`config.mk`:
```
export PLATFORM = sky130hd
export DESIGN_NAME = serial_full_subtractor
export DESIGN_NICKNAME = d
export VERILOG_FILES = /design/src/rtl/serial_full_subtractor.sv
export SDC_FILE = /design/constraint.sdc
export NUM_CORES = 1
export LEC_CHECK = 0
export ABC_AREA = 1
export CORE_MARGIN = 8
export CORE_UTILIZATION = 51
export DETAILED_ROUTE_END_ITERATION = 7
export PLACE_DENSITY = 0.77
export SLEW_MARGIN = 25
export SYNTH_ARGS = -nofsm -noshare
export SYNTH_HDL_FRONTEND = slang
export SYNTH_SLANG_ARGS = --single-unit
```
`constraint.sdc`:
```
create_clock -name clk -period 1.3 [get_ports clk]
set_clock_uncertainty 0.1 [all_clocks]
set_input_delay 0.13 -clock clk [delete_from_list [all_inputs] [get_ports clk]]
set_output_delay 0.13 -clock clk [all_outputs]
set_load 0.1 [all_outputs]
```
`src/rtl/serial_full_subtractor.sv`:
```
// Bit-serial W-bit subtractor (diff = a - b, LSB first, one bit per clock).
// Define SERIAL_SUB_OVF_EN to add the registered signed-overflow output ovf.
module full_sub_cell (
    input  logic x,
    input  logic y,
    input  logic bin,
    output logic d,
    output logic bout
);
    assign d    = x ^ y ^ bin;
    assign bout = (~x & y) | (~(x ^ y) & bin);
endmodule

module serial_full_subtractor #(
    parameter int W = 8
) (
    input  logic         clk,
    input  logic         rst,
    input  logic         start,
    input  logic [W-1:0] a,
    input  logic [W-1:0] b,
    output logic         busy,
    output logic         done,
    output logic [W-1:0] diff,
    output logic         borrow_out
`ifdef SERIAL_SUB_OVF_EN
    ,
    output logic         ovf
`endif
);
    localparam int CW = $clog2(W + 1);
    localparam logic [CW-1:0] LAST = CW'(W - 1);

    localparam logic [1:0] IDLE = 2'd0;
    localparam logic [1:0] RUN  = 2'd1;
    localparam logic [1:0] DONE = 2'd2;

    logic [1:0]    state;
    logic [W-1:0]  sa, sb, work_nxt;
    logic [CW-1:0] cnt;
    logic          br, d, br_nxt;
    logic          accept, run_step, last_step;

    full_sub_cell u_cell (
        .x   (sa[0]),
        .y   (sb[0]),
        .bin (br),
        .d   (d),
        .bout(br_nxt)
    );

    assign busy      = (state == RUN);
    assign done      = (state == DONE);
    assign accept    = start && (state == IDLE || state == DONE);
    assign run_step  = (state == RUN);
    assign last_step = run_step && (cnt == LAST);

    // Partial result: new bit enters at the MSB, so after W steps bit 0 is the LSB.
    generate
        if (W == 1) begin : g_w1
            assign work_nxt = d;
        end else begin : g_wn
            logic [W-2:0] work;
            assign work_nxt = {d, work};
            always_ff @(posedge clk) begin
                if (rst || accept) work <= '0;
                else if (run_step) work <= work_nxt[W-1:1];
            end
        end
    endgenerate

    always_ff @(posedge clk) begin
        if (rst) begin
            state      <= IDLE;
            sa         <= '0;
            sb         <= '0;
            br         <= 1'b0;
            cnt        <= '0;
            diff       <= '0;
            borrow_out <= 1'b0;
        end else if (accept) begin
            state <= RUN;
            sa    <= a;
            sb    <= b;
            br    <= 1'b0;
            cnt   <= '0;
        end else if (run_step) begin
            sa  <= sa >> 1;
            sb  <= sb >> 1;
            br  <= br_nxt;
            cnt <= cnt + CW'(1);
            if (last_step) begin
                diff       <= work_nxt;
                borrow_out <= br_nxt;
                state      <= DONE;
            end
        end else if (state == DONE) begin
            state <= IDLE;
        end else begin
            state <= IDLE;
        end
    end

`ifdef SERIAL_SUB_OVF_EN
    // Operand sign bits are consumed by the shifters, so keep copies for the overflow test.
    logic a_msb, b_msb;
    always_ff @(posedge clk) begin
        if (rst) begin
            a_msb <= 1'b0;
            b_msb <= 1'b0;
            ovf   <= 1'b0;
        end else if (accept) begin
            a_msb <= a[W-1];
            b_msb <= b[W-1];
        end else if (last_step) begin
            ovf <= (a_msb ^ b_msb) & (d ^ a_msb);
        end
    end
`endif
endmodule

```
# Word-level counts from Yosys, hierarchy flattened
# Index checks and enable logic that the tools add are counted.
# totals
ff_bits	39
in_bits	19
output_inout_bits	11
elab_cells	39
# op_classes
addsub	1
n_eq_ne	4
n_mux	7
bitwise_logic	9
reduce_logical	9
# op_table
cell	count
$mux W8	4
$add A4 B1 Y4 const B	1
$eq A4 B3 Y1 const B	1
$not A1 Y1	4
$mux W1	3
$ne A3 B2 Y1 const B	1
$reduce_and A3 Y1	1
$reduce_or A3 Y1	1
$and A1 B1 Y1	2
$eq A2 B1 Y1 const B	1
$eq A2 B2 Y1 const B	1
$logic_and A1 B1 Y1	2
$logic_not A2 Y1	1
$logic_or A1 B1 Y1	2
$reduce_bool A2 Y1	1
$reduce_or A2 Y1	1
$xor A1 B1 Y1	2
$or A1 B1 Y1	1

# Depth between registers and ports, before layout
# Gate-level depths: netlist of the first run.
# depth
ltp_word	5
depth_mapped	8
depth_no_buf	7

# Cells and area by module
# From an unflattened synthesis of the first run, not the netlist that was laid out.
# hier_totals
hier_cells	251
area_unflattened_um2	1740.4
# by_module_without_submodules
mod	instances	cells_each	area_each_um2	seq_area_each_um2
serial_full_subtractor	1	247	1709.1	780.7
full_sub_cell	1	4	31.3	0.0

# Worst setup path before layout of the first run
# No wires, ideal clock.
# synth_path
path_type	reg2out
start	register state[0]
end	output done
arrival_ns	1.688
required_ns	1.070
slack_ns	-0.618
stages_incl_launch_ff	3
n_path_buf	1
path_cell_list	dfxtp_1 -> buf_6 -> nor2_1
# synth_between
elab_chain_cells	1
# synth_rtl
item	line_no	text
start, declared	38	logic [1:0] state;
start signal, assigned	74	state <= IDLE;
start signal, assigned	82	state <= RUN;
start signal, assigned	95	state <= DONE;
$eq A2 B2 Y1	--	
end, declared	23	output logic done,
# Every way passes these cells.

# Final worst setup path of the first run
# layout_path
start	register state[1]
end	output done
# Same word-level chain as after synthesis.

==> run_summary.xml, run 1 <==
<?xml version="1.0" encoding="UTF-8"?>
<metrics>
  <group name="critical_path">
    <metric name="critical_path.reg2reg.endpoint" unit="">sa[2]$_SDFFE_PP0P_</metric>
    <metric name="critical_path.slowest_cell" unit="">sky130_fd_sc_hd__dfxtp_2</metric>
    <metric name="timing.setup.critical_path_class" unit="">register to primary output</metric>
    <metric name="reg2regPathDepth" unit="">8</metric>
    <metric name="crit_path_start_kind" unit="">register</metric>
    <metric name="crit_arrival" unit="ns">1.19</metric>
    <metric name="worstSetupEndpoint" unit="">done</metric>
    <metric name="end_kind" unit="">primary output</metric>
    <metric name="cp_data_required_time" unit="ns">1.07</metric>
    <metric name="cp-startpoint" unit="">state[1]$_SDFFE_PP0P_</metric>
    <metric name="rrSetupSlack" unit="ns">-0.06</metric>
    <metric name="cp_peak_stage_delay" unit="ns">0.37</metric>
    <metric name="r2r-start" unit="">state[0]$_SDFFE_PP0P_</metric>
    <metric name="worst-path-max-fanout" unit="">2</metric>
    <metric name="worstPathCellList" unit="">inv_4 -&gt; buf_6 -&gt; nor2_4 -&gt; buf_12</metric>
  </group>
  <group name="cts">
    <metric name="cts.sinks" unit="">39</metric>
    <metric name="clk_pin_slew_worst_paths" unit="ns">0.11</metric>
    <metric name="tritoncts.num_buffers" unit="">5</metric>
    <metric name="tritoncts" unit="">done</metric>
    <metric name="holdBufCountCts" unit="">0</metric>
    <metric name="clock_buffer_depth" unit="">2</metric>
    <metric name="insertion_delay" unit="ns">0.36</metric>
    <metric name="clock_tree.root_cell" unit="">sky130_fd_sc_hd__clkbuf_4</metric>
    <metric name="htreeDepth" unit="">2</metric>
  </group>
  <group name="detailed_routing">
    <metric name="post-route-drc-count" unit="">0</metric>
    <metric name="vias_per_cell" unit="">4.93</metric>
    <metric name="detail-route-antenna-nets" unit="">0</metric>
    <metric name="avgRoutedWirePerCell" unit="µm">13.2</metric>
    <metric name="route.vias.total" unit="">1696</metric>
    <metric name="firstDrtPassIters" unit="">5</metric>
    <metric name="finalWirelength" unit="µm">4530</metric>
    <metric name="initialDrtViolationCount" unit="">94</metric>
  </group>
  <group name="synthesis">
    <metric name="synth_compound_gate_area_share" unit="%">8.62</metric>
    <metric name="ys_seq_elements" unit="">39</metric>
    <metric name="synth.lib_cells_used.distinct" unit="">21</metric>
    <metric name="synth_adder_area_share" unit="%">1.88</metric>
    <metric name="ys_seq_area_share" unit="%">45.2</metric>
    <metric name="synth.yosys.warnings" unit="">0</metric>
    <metric name="synth_async_sr_flop_share" unit="%">0</metric>
    <metric name="synth_top_area_cell" unit="">sky130_fd_sc_hd__dfxtp_1</metric>
    <metric name="yosys.area_share.simple" unit="%">30.6</metric>
    <metric name="synth.avg_cell_area" unit="µm²">7.05</metric>
    <metric name="post_synth_most_frequent_cells" unit="">sky130_fd_sc_hd__nand2_1, sky130_fd_sc_hd__dfxtp_1, sky130_fd_sc_hd__inv_1</metric>
    <metric name="synth_top_flop_cell" unit="">sky130_fd_sc_hd__dfxtp_1</metric>
    <metric name="synthMostInstantiatedCell" unit="">sky130_fd_sc_hd__nand2_1</metric>
    <metric name="synth_enable_flop_cells" unit="">0</metric>
    <metric name="yosys.area_share.xor_xnor" unit="%">0.507</metric>
    <metric name="synth_fp_nets" unit="">266</metric>
    <metric name="synth.area.top_cells" unit="">sky130_fd_sc_hd__dfxtp_1, sky130_fd_sc_hd__nand2_1, sky130_fd_sc_hd__nand3_1, sky130_fd_sc_hd__inv_1, sky130_fd_sc_hd__nor2_1</metric>
    <metric name="synth_top_family_by_area" unit="">simple AND/OR/NAND/NOR gates</metric>
    <metric name="synthesized_area" unit="µm²">1730</metric>
    <metric name="post_synth_mux_area_share" unit="%">0</metric>
    <metric name="yosysTopAreaCellShare" unit="%">45.2</metric>
    <metric name="netlist_instances" unit="">245</metric>
  </group>
  <group name="sta">
    <metric name="report.final.setup_viol" unit="">7</metric>
    <metric name="timing_max_transition_violations_final" unit="">0</metric>
    <metric name="timing.setup.tns" unit="ns">-0.464</metric>
    <metric name="post-route-min-period" unit="ns">1.42</metric>
    <metric name="worst_slack" unit="ns">-0.122</metric>
    <metric name="unrepaired_setup_endpoints_after_global_routing" unit="">yes</metric>
    <metric name="max-slew-margin-rel" unit="%">69.2</metric>
    <metric name="fmax" unit="MHz">703</metric>
    <metric name="final_hold_viol_count" unit="">0</metric>
    <metric name="worstMarginPinSlew" unit="ns">0.461</metric>
    <metric name="final.period_utilization" unit="%">109</metric>
  </group>
  <group name="grt">
    <metric name="grt_start_max_net_pins" unit="">28</metric>
    <metric name="grt_pass1_wl" unit="µm">6280</metric>
    <metric name="via_count_of_the_first_global_routing_pass" unit="">1500</metric>
    <metric name="overflow" unit="">0</metric>
    <metric name="grt_antenna_before_repair" unit="">0</metric>
    <metric name="track_usage" unit="%">14.5</metric>
  </group>
  <group name="final_layout">
    <metric name="fin_util" unit="%">77.7</metric>
    <metric name="syn2layout_area_growth" unit="%">47.6</metric>
    <metric name="ant_diodes" unit="">0</metric>
    <metric name="layout.nets" unit="">318</metric>
    <metric name="layout-drive-gt1-share" unit="%">30.5</metric>
  </group>
  <group name="die">
    <metric name="std_cell_rows" unit="">21</metric>
    <metric name="die_width" unit="µm">74.2</metric>
    <metric name="top_level_ports" unit="">30</metric>
    <metric name="floorplan.die_area" unit="µm²">5510</metric>
    <metric name="core_region_area" unit="µm²">3280</metric>
    <metric name="height_of_the_die" unit="µm">74.2</metric>
    <metric name="initial_core_util" unit="%">52.6</metric>
  </group>
  <group name="pwr">
    <metric name="cellLeakagePower" unit="nW">1.12</metric>
    <metric name="cell_internal_pwr" unit="W">0.00169</metric>
    <metric name="pwr-share-clk" unit="%">25.6</metric>
    <metric name="power.combinational.fraction" unit="%">20.6</metric>
    <metric name="vdd_drop_max" unit="mV">0.695</metric>
    <metric name="switching_power" unit="W">0.000707</metric>
    <metric name="power.density_cell_area" unit="nW/µm²">939</metric>
    <metric name="power.share.sequential" unit="%">53.8</metric>
    <metric name="switching_share" unit="%">29.5</metric>
  </group>
  <group name="min_path">
    <metric name="worstHoldPathType" unit="">input port to register</metric>
    <metric name="whs_path_depth" unit="">3</metric>
  </group>
  <group name="placement">
    <metric name="place.port_buffers" unit="">29</metric>
    <metric name="globalplace.congestion" unit="">0.788</metric>
    <metric name="dp_hpwl" unit="µm">2580</metric>
  </group>
  <group name="run_status">
    <metric name="outcome" unit="">finished with violations</metric>
    <metric name="failed_checks" unit="">setup timing</metric>
  </group>
  <group name="job">
    <metric name="maxCapViolCount" unit="">0</metric>
  </group>
</metrics>
## metal layers
metal / share of wire [%] / wire length (µm) / global-route usage, % / up-vias
li1: - / - / - / 856
met1: 40 / 1840 / 16.9 / 775
met2: 51 / 2320 / 24.0 / 53
met3: 5.4 / 244 / 2.83 / 12
met4: 3.0 / 137 / 8.20 / 0
met5: 0 / 0 / 0 / -
## power groups by stage
stage | clock network, W | registers (W) | logic (W)
2_1_floorplan | 0 | 0.00130 | 0.000264
3_3_place_gp | 0 | 0.00131 | 0.000372
3_5_place_dp | 0 | 0.00131 | 0.000379
4_1_cts | 0.000605 | 0.00128 | 0.000405
5_1_grt | 0.000677 | 0.00130 | 0.000541
6_report | 0.000612 | 0.00129 | 0.000495
## what timing repair did
item,in CTS,in global routing
resized for setup,15,40
endpoints found under the setup margin,21,28
gates cloned,0,4
setup buffers,4,4
pin swaps,4,16
## placed cells by master, fill, tap and decap left out
master and instances:
sky130_fd_sc_hd__nand2_4 1, sky130_fd_sc_hd__clkbuf_4 5, sky130_fd_sc_hd__clkinvlp_4 1, sky130_fd_sc_hd__buf_4 17
sky130_fd_sc_hd__dfxtp_4 1, sky130_fd_sc_hd__nand2_1 61, sky130_fd_sc_hd__inv_2 5, sky130_fd_sc_hd__inv_1 28
sky130_fd_sc_hd__dfxtp_1 24, sky130_fd_sc_hd__xor2_1 1, sky130_fd_sc_hd__nand3_1 24, sky130_fd_sc_hd__buf_8 1
sky130_fd_sc_hd__buf_12 11, sky130_fd_sc_hd__clkinv_1 1, sky130_fd_sc_hd__buf_6 7, sky130_fd_sc_hd__inv_4 2
sky130_fd_sc_hd__dfxtp_2 14, sky130_fd_sc_hd__a21oi_2 5, sky130_fd_sc_hd__o21ai_1 5, sky130_fd_sc_hd__clkbuf_1 2
sky130_fd_sc_hd__nor2_1 27, sky130_fd_sc_hd__nand3_4 1, sky130_fd_sc_hd__ha_4 1, sky130_fd_sc_hd__nand2_8 1
sky130_fd_sc_hd__o21ai_0 3, sky130_fd_sc_hd__o21ai_2 4, sky130_fd_sc_hd__nand3_2 4, sky130_fd_sc_hd__a21oi_1 12
sky130_fd_sc_hd__clkbuf_16 1, sky130_fd_sc_hd__clkdlybuf4s50_1 18, sky130_fd_sc_hd__nor2_4 3, sky130_fd_sc_hd__nand2_2 3
sky130_fd_sc_hd__fa_1 1, sky130_fd_sc_hd__nor2_2 1, sky130_fd_sc_hd__clkinv_8 1, sky130_fd_sc_hd__clkinv_2 1
## cell type report
class,instances,area [µm²]
Multi-Input combinational cell,158,831
Sequential cell,39,802
Fill cell,221,733
Timing Repair Buffer,55,647
Inverter,37,156
Tap cell,46,57.6
Clock buffer,7,45.0
Timing Repair inverter,1,7.51
Clock inverter,1,5.00
## state kept, by name, summed over array words and instances (netlist names)
register	cells
diff	8
sa	8
sb	8
g_wn.work	7
cnt	4
state	2
borrow_out	1
br	1
## critical path, delay by kind of cell (launching register included)
family / cells / cell delay [ns]
flops: 1 / 0.37
buf+inv: 3 / 0.36
simple gates: 1 / 0.09
## worst min-delay path by stage
stage / slack, ns / endpoint / start
after floorplan: 0.16 / sb[7]$_SDFFE_PP0P_ / b[7]
after global placement: 0.35 / sa[7]$_SDFFE_PP0P_ / sa[7]$_SDFFE_PP0P_
after detailed placement: 0.36 / sa[7]$_SDFFE_PP0P_ / sa[7]$_SDFFE_PP0P_
after CTS: 0.23 / sa[7]$_SDFFE_PP0P_ / a[7]
after global routing: 0.24 / sa[7]$_SDFFE_PP0P_ / a[7]
final: 0.22 / sa[7]$_SDFFE_PP0P_ / a[7]
## logic make-up (layout without fill, tap and decap cells)
kind of cell | after synthesis | after routing
and+or+nand+nor | 126 | 126
buffers and inverters | 48 | 101
AOI/OAI and AO/OA | 29 | 29
DFF | 39 | 39
adders and majority gates | 2 | 2
xor gates and xnor gates | 1 | 1
## through the flow
step	cells	instance area (µm²)	power, W	worst slack, ns	hold slack (ns)
finish	344	2550	0.00240	-0.122	0.222
global route	344	2550	0.00251	-0.161	0.238
CTS	336	2350	0.00229	-0.106	0.232
detailed placement	324	2230	0.00169	-0.236	0.361
global placement	324	2230	0.00168	-0.176	0.352
floorplan	245	1750	0.00156	0.00337	0.165
No activity file was read; power rests on OpenSTA's default activity.
==> run 2: changes to the inputs <==
- SKIP_CTS_REPAIR_TIMING: not set -> 1
==> run 2 against run 1 <==
  * Count of clock-buffer cells in the layout unchanged
  * Final cell count down 2.3%
  * Sequential cell count unchanged
  * Hold slack better by 0.022 ns
  * Global-route usage down 0.39 points
  * Sequential share of layout area up 2.7 points
  * Largest cell class is now registers
  * Cell area down 8.0%
  * The run still ends with setup timing left
  * Combinational power down 19%
  * Die area unchanged
  * Wire length down 23%
  * Largest power group unchanged
  * Critical path type unchanged
  * Critical path depth unchanged
  * Critical endpoint unchanged
  * Maximum frequency up 2.4%
==> run_summary.xml, run 2 (same netlist as run 1, synthesis figures left out) <==
<?xml version="1.0" encoding="UTF-8"?>
<metrics>
  <group name="placement">
    <metric name="post-place-ws" unit="ns">-0.236</metric>
    <metric name="globalplace.congestion" unit="">0.788</metric>
    <metric name="place.port_buffers" unit="">29</metric>
    <metric name="dp_hpwl" unit="µm">2580</metric>
    <metric name="dp_cells" unit="">324</metric>
    <metric name="detailed_place.area" unit="µm²">2230</metric>
  </group>
  <group name="detailed_routing">
    <metric name="initialDrtViolationCount" unit="">102</metric>
    <metric name="vias_per_cell" unit="">4.65</metric>
    <metric name="route.vias.total" unit="">1561</metric>
    <metric name="avgRoutedWirePerCell" unit="µm">10.4</metric>
    <metric name="firstDrtPassIters" unit="">4</metric>
    <metric name="post-route-drc-count" unit="">0</metric>
    <metric name="finalWirelength" unit="µm">3510</metric>
    <metric name="detail-route-antenna-nets" unit="">0</metric>
  </group>
  <group name="cts">
    <metric name="insertion_delay" unit="ns">0.34</metric>
    <metric name="tritoncts" unit="">done</metric>
    <metric name="clock_tree.root_cell" unit="">sky130_fd_sc_hd__clkbuf_4</metric>
    <metric name="htreeDepth" unit="">2</metric>
    <metric name="clk_pin_slew_worst_paths" unit="ns">0.11</metric>
    <metric name="tritoncts.num_buffers" unit="">5</metric>
    <metric name="clock_buffer_depth" unit="">2</metric>
    <metric name="cts.sinks" unit="">39</metric>
  </group>
  <group name="sta">
    <metric name="final.period_utilization" unit="%">107</metric>
    <metric name="max-slew-margin-rel" unit="%">73.3</metric>
    <metric name="report.final.setup_viol" unit="">3</metric>
    <metric name="unrepaired_setup_endpoints_after_global_routing" unit="">yes</metric>
    <metric name="timing_max_transition_violations_final" unit="">0</metric>
    <metric name="final_hold_viol_count" unit="">0</metric>
    <metric name="worst_slack" unit="ns">-0.0888</metric>
    <metric name="post-route-min-period" unit="ns">1.39</metric>
    <metric name="fmax" unit="MHz">720</metric>
    <metric name="worstMarginPinSlew" unit="ns">0.400</metric>
  </group>
  <group name="pwr">
    <metric name="cell_internal_pwr" unit="W">0.00165</metric>
    <metric name="power.share.sequential" unit="%">56.4</metric>
    <metric name="switching_share" unit="%">27.7</metric>
    <metric name="pwr-share-clk" unit="%">25.9</metric>
    <metric name="switching_power" unit="W">0.000629</metric>
    <metric name="cellLeakagePower" unit="nW">1.05</metric>
    <metric name="p_total" unit="W">0.00227</metric>
    <metric name="vdd_drop_max" unit="mV">0.654</metric>
    <metric name="power.density_cell_area" unit="nW/µm²">970</metric>
    <metric name="power.combinational.fraction" unit="%">17.7</metric>
  </group>
  <group name="die">
    <metric name="floorplan.die_area" unit="µm²">5510</metric>
    <metric name="die_width" unit="µm">74.2</metric>
    <metric name="initial_core_util" unit="%">52.6</metric>
    <metric name="top_level_ports" unit="">30</metric>
    <metric name="std_cell_rows" unit="">21</metric>
    <metric name="height_of_the_die" unit="µm">74.2</metric>
    <metric name="core_region_area" unit="µm²">3280</metric>
  </group>
  <group name="final_layout">
    <metric name="layout.nets" unit="">310</metric>
    <metric name="syn2layout_area_growth" unit="%">35.8</metric>
    <metric name="layout-drive-gt1-share" unit="%">22.8</metric>
    <metric name="final_cell_mix" unit="">sky130_fd_sc_hd__nand2_1, sky130_fd_sc_hd__inv_1, sky130_fd_sc_hd__nand3_1</metric>
    <metric name="fin_util" unit="%">71.4</metric>
    <metric name="ant_diodes" unit="">0</metric>
    <metric name="registers_with_the_most_flip_flops" unit="">diff: 8 flops, sa: 8 flops, sb: 8 flops</metric>
    <metric name="fin_cells" unit="">336</metric>
    <metric name="layout.cells.most_common" unit="">sky130_fd_sc_hd__nand2_1</metric>
    <metric name="finalInstanceArea" unit="µm²">2350</metric>
  </group>
  <group name="critical_path">
    <metric name="critical_path.slowest_cell" unit="">sky130_fd_sc_hd__dfxtp_2</metric>
    <metric name="cp_peak_stage_delay" unit="ns">0.34</metric>
    <metric name="path_buf_inv" unit="">3</metric>
    <metric name="crit_arrival" unit="ns">1.16</metric>
    <metric name="timing.setup.critical_path_class" unit="">register to primary output</metric>
    <metric name="end_kind" unit="">primary output</metric>
    <metric name="worst-path-max-fanout" unit="">5</metric>
    <metric name="crit_path_start_kind" unit="">register</metric>
    <metric name="cp_data_required_time" unit="ns">1.07</metric>
    <metric name="worstPathCellList" unit="">inv_2 -&gt; buf_6 -&gt; nor2_4 -&gt; buf_12</metric>
    <metric name="cp_top_family" unit="">buffers and inverters</metric>
  </group>
  <group name="grt">
    <metric name="overflow" unit="">0</metric>
    <metric name="grt_start_max_net_pins" unit="">28</metric>
    <metric name="via_count_of_the_first_global_routing_pass" unit="">1479</metric>
    <metric name="grt_pass1_wl" unit="µm">6110</metric>
    <metric name="track_usage" unit="%">14.1</metric>
    <metric name="grt_antenna_before_repair" unit="">0</metric>
  </group>
  <group name="run_status">
    <metric name="failed_checks" unit="">setup timing</metric>
    <metric name="outcome" unit="">finished with violations</metric>
  </group>
  <group name="min_path">
    <metric name="worstHoldPathType" unit="">input port to register</metric>
  </group>
  <group name="job">
    <metric name="maxCapViolCount" unit="">0</metric>
  </group>
</metrics>
run 2: cell types whose count changed in the layout (fill, tap and decap cells not counted), sizes merged:
cell      before  now
clkbuf         8    7
clkinvlp       1    0
clkinv         3    2
inv           35   36
buf           36   30
run 2: area by class of cell:
| class | count | area [µm²] |
|---|---|---|
| flip-flops and latches | 39 | 801 |
| fillers | 283 | 938 |
| multi-input cells | 158 | 738 |
| inverters | 37 | 149 |
| clock inverters | 1 | 5.00 |
| repair buffers | 48 | 551 |
| well taps | 46 | 57.6 |
| clock buffers | 7 | 45.0 |
run 2: per-stage QoR:
stage,setup TNS [ns],hold slack (ns)
2_1_floorplan,0,0.165
3_3_place_gp,-2.45,0.352
3_5_place_dp,-3.27,0.361
4_1_cts,-1.01,0.232
5_1_grt,-0.777,0.256
6_report,-0.161,0.245
run 2: worst paths after layout:
| check | startpoint | end | slack, ns | cells after the start |
|---|---|---|---|---|
| setup / recovery | state[1]$_SDFFE_PP0P_ | done | -0.09 | 4 |
| setup reg to reg | sb[0]$_SDFFE_PP0P_ | g_wn.work[6]$_SDFFE_PP0N_ | 0 | 4 |
| hold reg to reg | sa[7]$_SDFFE_PP0P_ | sa[7]$_SDFFE_PP0P_ | 0.37 | 2 |
| hold / removal | a[7] | sa[7]$_SDFFE_PP0P_ | 0.24 | 3 |
run 2: tightest hold or removal path, stage by stage:
cell and delay (ns):
sky130_fd_sc_hd__clkdlybuf4s50_1 0.39, sky130_fd_sc_hd__nand2_1 0.07, sky130_fd_sc_hd__a21oi_1 0.05
run 2: power groups by stage:
stage               sequential [W]  combinational [W]  clock (W)
floorplan                  0.00130           0.000264          0
global placement           0.00131           0.000372          0
detailed placement         0.00131           0.000379          0
CTS                        0.00128           0.000381   0.000605
global route               0.00129           0.000453   0.000651
finish                     0.00128           0.000403   0.000589
run 2: routing by layer:
layer / global-route usage (%) / wire [µm]
met2: 23.1 / 1710
met1: 16.5 / 1570
met3: 2.83 / 183
met4: 8.20 / 53
met5: 0 / 0
==> run 3: changes to the inputs <==
- ABC_CLOCK_PERIOD_IN_PS: not set -> 1600
- CORE_UTILIZATION: 51 -> 55
- PLACE_DENSITY: 0.77 -> 0.83
- clock period: 1.3 -> 1.6 ns (I/O delays scaled with it)
==> run 3 against run 2 <==
  * The run now ends clean
  * Wire length down 1.7%
  * Global-route usage increased by 0.81 points
  * Combinational power shrank 27%
  * Non-clock buffer count fell by 11
  * Setup slack improved by 0.15 ns
  * Via count is 1.3% lower
  * Count of clock-buffer cells in the layout down 2
  * Sequential share of layout area rose by 0.98 points
  * Utilization increased by 2.1 points
  * Register-to-register slack gained 0.26 ns
  * Critical path depth down 1
  * Critical path type unchanged
  * Largest cell class unchanged
  * Largest power group unchanged
==> run_summary.xml, run 3 (same netlist as run 1, synthesis figures left out) <==
<?xml version="1.0" encoding="UTF-8"?>
<metrics>
  <group name="detailed_routing">
    <metric name="initialDrtViolationCount" unit="">129</metric>
    <metric name="finalWirelength" unit="µm">3450</metric>
    <metric name="detail-route-antenna-nets" unit="">0</metric>
    <metric name="firstDrtPassIters" unit="">4</metric>
    <metric name="vias_per_cell" unit="">4.77</metric>
    <metric name="avgRoutedWirePerCell" unit="µm">10.7</metric>
    <metric name="route.vias.total" unit="">1540</metric>
    <metric name="post-route-drc-count" unit="">0</metric>
  </group>
  <group name="sta">
    <metric name="final_hold_viol_count" unit="">0</metric>
    <metric name="unrepaired_setup_endpoints_after_global_routing" unit="">no</metric>
    <metric name="whs" unit="ns">0.263</metric>
    <metric name="report.final.setup_viol" unit="">0</metric>
    <metric name="timing_max_transition_violations_final" unit="">0</metric>
    <metric name="final.period_utilization" unit="%">96.1</metric>
    <metric name="timing.setup.tns" unit="ns">0</metric>
    <metric name="fmax" unit="MHz">650</metric>
    <metric name="max-slew-margin-rel" unit="%">73.7</metric>
    <metric name="worstMarginPinSlew" unit="ns">0.393</metric>
    <metric name="post-route-min-period" unit="ns">1.54</metric>
  </group>
  <group name="final_layout">
    <metric name="layout-drive-gt1-share" unit="%">14.0</metric>
    <metric name="registers_with_the_most_flip_flops" unit="">diff: 8 flops, sa: 8 flops, sb: 8 flops</metric>
    <metric name="ant_diodes" unit="">0</metric>
    <metric name="final_cell_mix" unit="">sky130_fd_sc_hd__nand2_1, sky130_fd_sc_hd__dfxtp_1, sky130_fd_sc_hd__inv_1</metric>
    <metric name="layout.nets" unit="">299</metric>
    <metric name="layout.cells.most_common" unit="">sky130_fd_sc_hd__nand2_1</metric>
    <metric name="fin_util" unit="%">73.6</metric>
    <metric name="syn2layout_area_growth" unit="%">28.9</metric>
  </group>
  <group name="die">
    <metric name="top_level_ports" unit="">30</metric>
    <metric name="die_width" unit="µm">72.1</metric>
    <metric name="initial_core_util" unit="%">57.1</metric>
    <metric name="core_region_area" unit="µm²">3030</metric>
    <metric name="std_cell_rows" unit="">20</metric>
    <metric name="height_of_the_die" unit="µm">72.1</metric>
    <metric name="floorplan.die_area" unit="µm²">5190</metric>
  </group>
  <group name="critical_path">
    <metric name="critical_path.reg2reg.endpoint" unit="">diff[0]$_SDFFE_PP0P_</metric>
    <metric name="worstPathCellList" unit="">nand2_8 -&gt; inv_6 -&gt; buf_12</metric>
    <metric name="reg2regPathDepth" unit="">7</metric>
    <metric name="end_kind" unit="">primary output</metric>
    <metric name="crit_arrival" unit="ns">1.28</metric>
    <metric name="worst-path-max-fanout" unit="">21</metric>
    <metric name="cp_data_required_time" unit="ns">1.34</metric>
    <metric name="cp_peak_stage_delay" unit="ns">0.46</metric>
    <metric name="rrSetupSlack" unit="ns">0.26</metric>
    <metric name="timing.setup.critical_path_class" unit="">register to primary output</metric>
    <metric name="r2r-start" unit="">cnt[0]$_SDFFE_PP0N_</metric>
    <metric name="crit_path_start_kind" unit="">register</metric>
    <metric name="critical_path.slowest_cell" unit="">sky130_fd_sc_hd__dfxtp_2</metric>
  </group>
  <group name="pwr">
    <metric name="p_total" unit="W">0.00182</metric>
    <metric name="cellLeakagePower" unit="nW">0.999</metric>
    <metric name="power.density_cell_area" unit="nW/µm²">817</metric>
    <metric name="vdd_drop_max" unit="mV">0.622</metric>
  </group>
  <group name="placement">
    <metric name="dp_hpwl" unit="µm">2550</metric>
    <metric name="globalplace.congestion" unit="">0.779</metric>
    <metric name="place.port_buffers" unit="">29</metric>
  </group>
  <group name="cts">
    <metric name="tritoncts.num_buffers" unit="">5</metric>
    <metric name="insertion_delay" unit="ns">0.35</metric>
    <metric name="htreeDepth" unit="">2</metric>
    <metric name="cts.sinks" unit="">39</metric>
    <metric name="clock_buffer_depth" unit="">2</metric>
    <metric name="tritoncts" unit="">done</metric>
    <metric name="clock_tree.root_cell" unit="">sky130_fd_sc_hd__clkbuf_4</metric>
    <metric name="clk_pin_slew_worst_paths" unit="ns">0.11</metric>
  </group>
  <group name="grt">
    <metric name="via_count_of_the_first_global_routing_pass" unit="">1476</metric>
    <metric name="overflow" unit="">0</metric>
    <metric name="grt_pass1_wl" unit="µm">6270</metric>
    <metric name="track_usage" unit="%">14.9</metric>
    <metric name="grt_start_max_net_pins" unit="">28</metric>
    <metric name="grt_antenna_before_repair" unit="">0</metric>
  </group>
  <group name="min_path">
    <metric name="min_from" unit="">a[7]</metric>
    <metric name="hold_end" unit="">sa[7]$_SDFFE_PP0P_</metric>
    <metric name="whs_path_depth" unit="">3</metric>
    <metric name="worstHoldPathType" unit="">input port to register</metric>
  </group>
  <group name="job">
    <metric name="maxCapViolCount" unit="">0</metric>
  </group>
  <group name="run_status">
    <metric name="outcome" unit="">complete, no violations</metric>
  </group>
</metrics>
==> run 3: cell types whose count changed in the layout (fill, tap and decap cells not counted), moves of 2 or more <==
cell / change
sky130_fd_sc_hd__dfxtp_1: +13
sky130_fd_sc_hd__dfxtp_2: -12
sky130_fd_sc_hd__buf_4: -9
sky130_fd_sc_hd__buf_6: -2
sky130_fd_sc_hd__clkbuf_1: -2
sky130_fd_sc_hd__clkinv_2: +2
sky130_fd_sc_hd__inv_1: +2
sky130_fd_sc_hd__inv_2: -2
==> run 3: through the flow <==
step / area (µm²) / setup slack [ns] / cells
5_1_grt: 2230 / 0.000721 / 323
3_5_place_dp: 2160 / 0.0597 / 315
3_3_place_gp: 2160 / 0.118 / 315
6_report: 2230 / 0.0619 / 323
2_1_floorplan: 1730 / 0.115 / 245
4_1_cts: 2210 / -0.165 / 323
==> run 3: worst max-delay path by stage <==
stage,startpoint,endpoint,slack (ns)
finish,state[0]$_SDFFE_PP0P_,busy,0.06
floorplan,state[0]$_SDFFE_PP0P_,done,0.11
global route,state[0]$_SDFFE_PP0P_,busy,0.0007
global placement,rst,sb[3]$_SDFFE_PP0P_,0.12
CTS,state[0]$_SDFFE_PP0P_,busy,-0.17
detailed placement,rst,sb[5]$_SDFFE_PP0P_,0.06
==> run 3: cell type report <==
type                            instances  area (µm²)
Clock buffer                            5        37.5
Clock inverter                          3        15.0
Fill cell                             246         801
Inverter                               37         146
Multi-Input combinational cell        158         731
Sequential cell                        39         782
Tap cell                               44        55.1
Timing Repair Buffer                   37         460
==> run 3: critical path: cells and delay by family (launching register included) <==
family	cells	cell delay, ns
and+or+nand+nor	1	0.15
DFF	1	0.46
buffers and inverters	2	0.31
==> run 3: where the power goes <==
group	switching (W)	total [W]	internal (W)
Clock	0.000316	0.000480	0.000164
Sequential	0.0000279	0.00104	0.00102
Combinational	0.000168	0.000296	0.000127
==> run 3: routing by layer <==
| metal | wire, µm | global-route usage [%] |
|---|---|---|
| met5 | 0 | 0 |
| met4 | 63 | 7.94 |
| met3 | 145 | 4.55 |
| met2 | 1670 | 24.2 |
| met1 | 1570 | 17.1 |
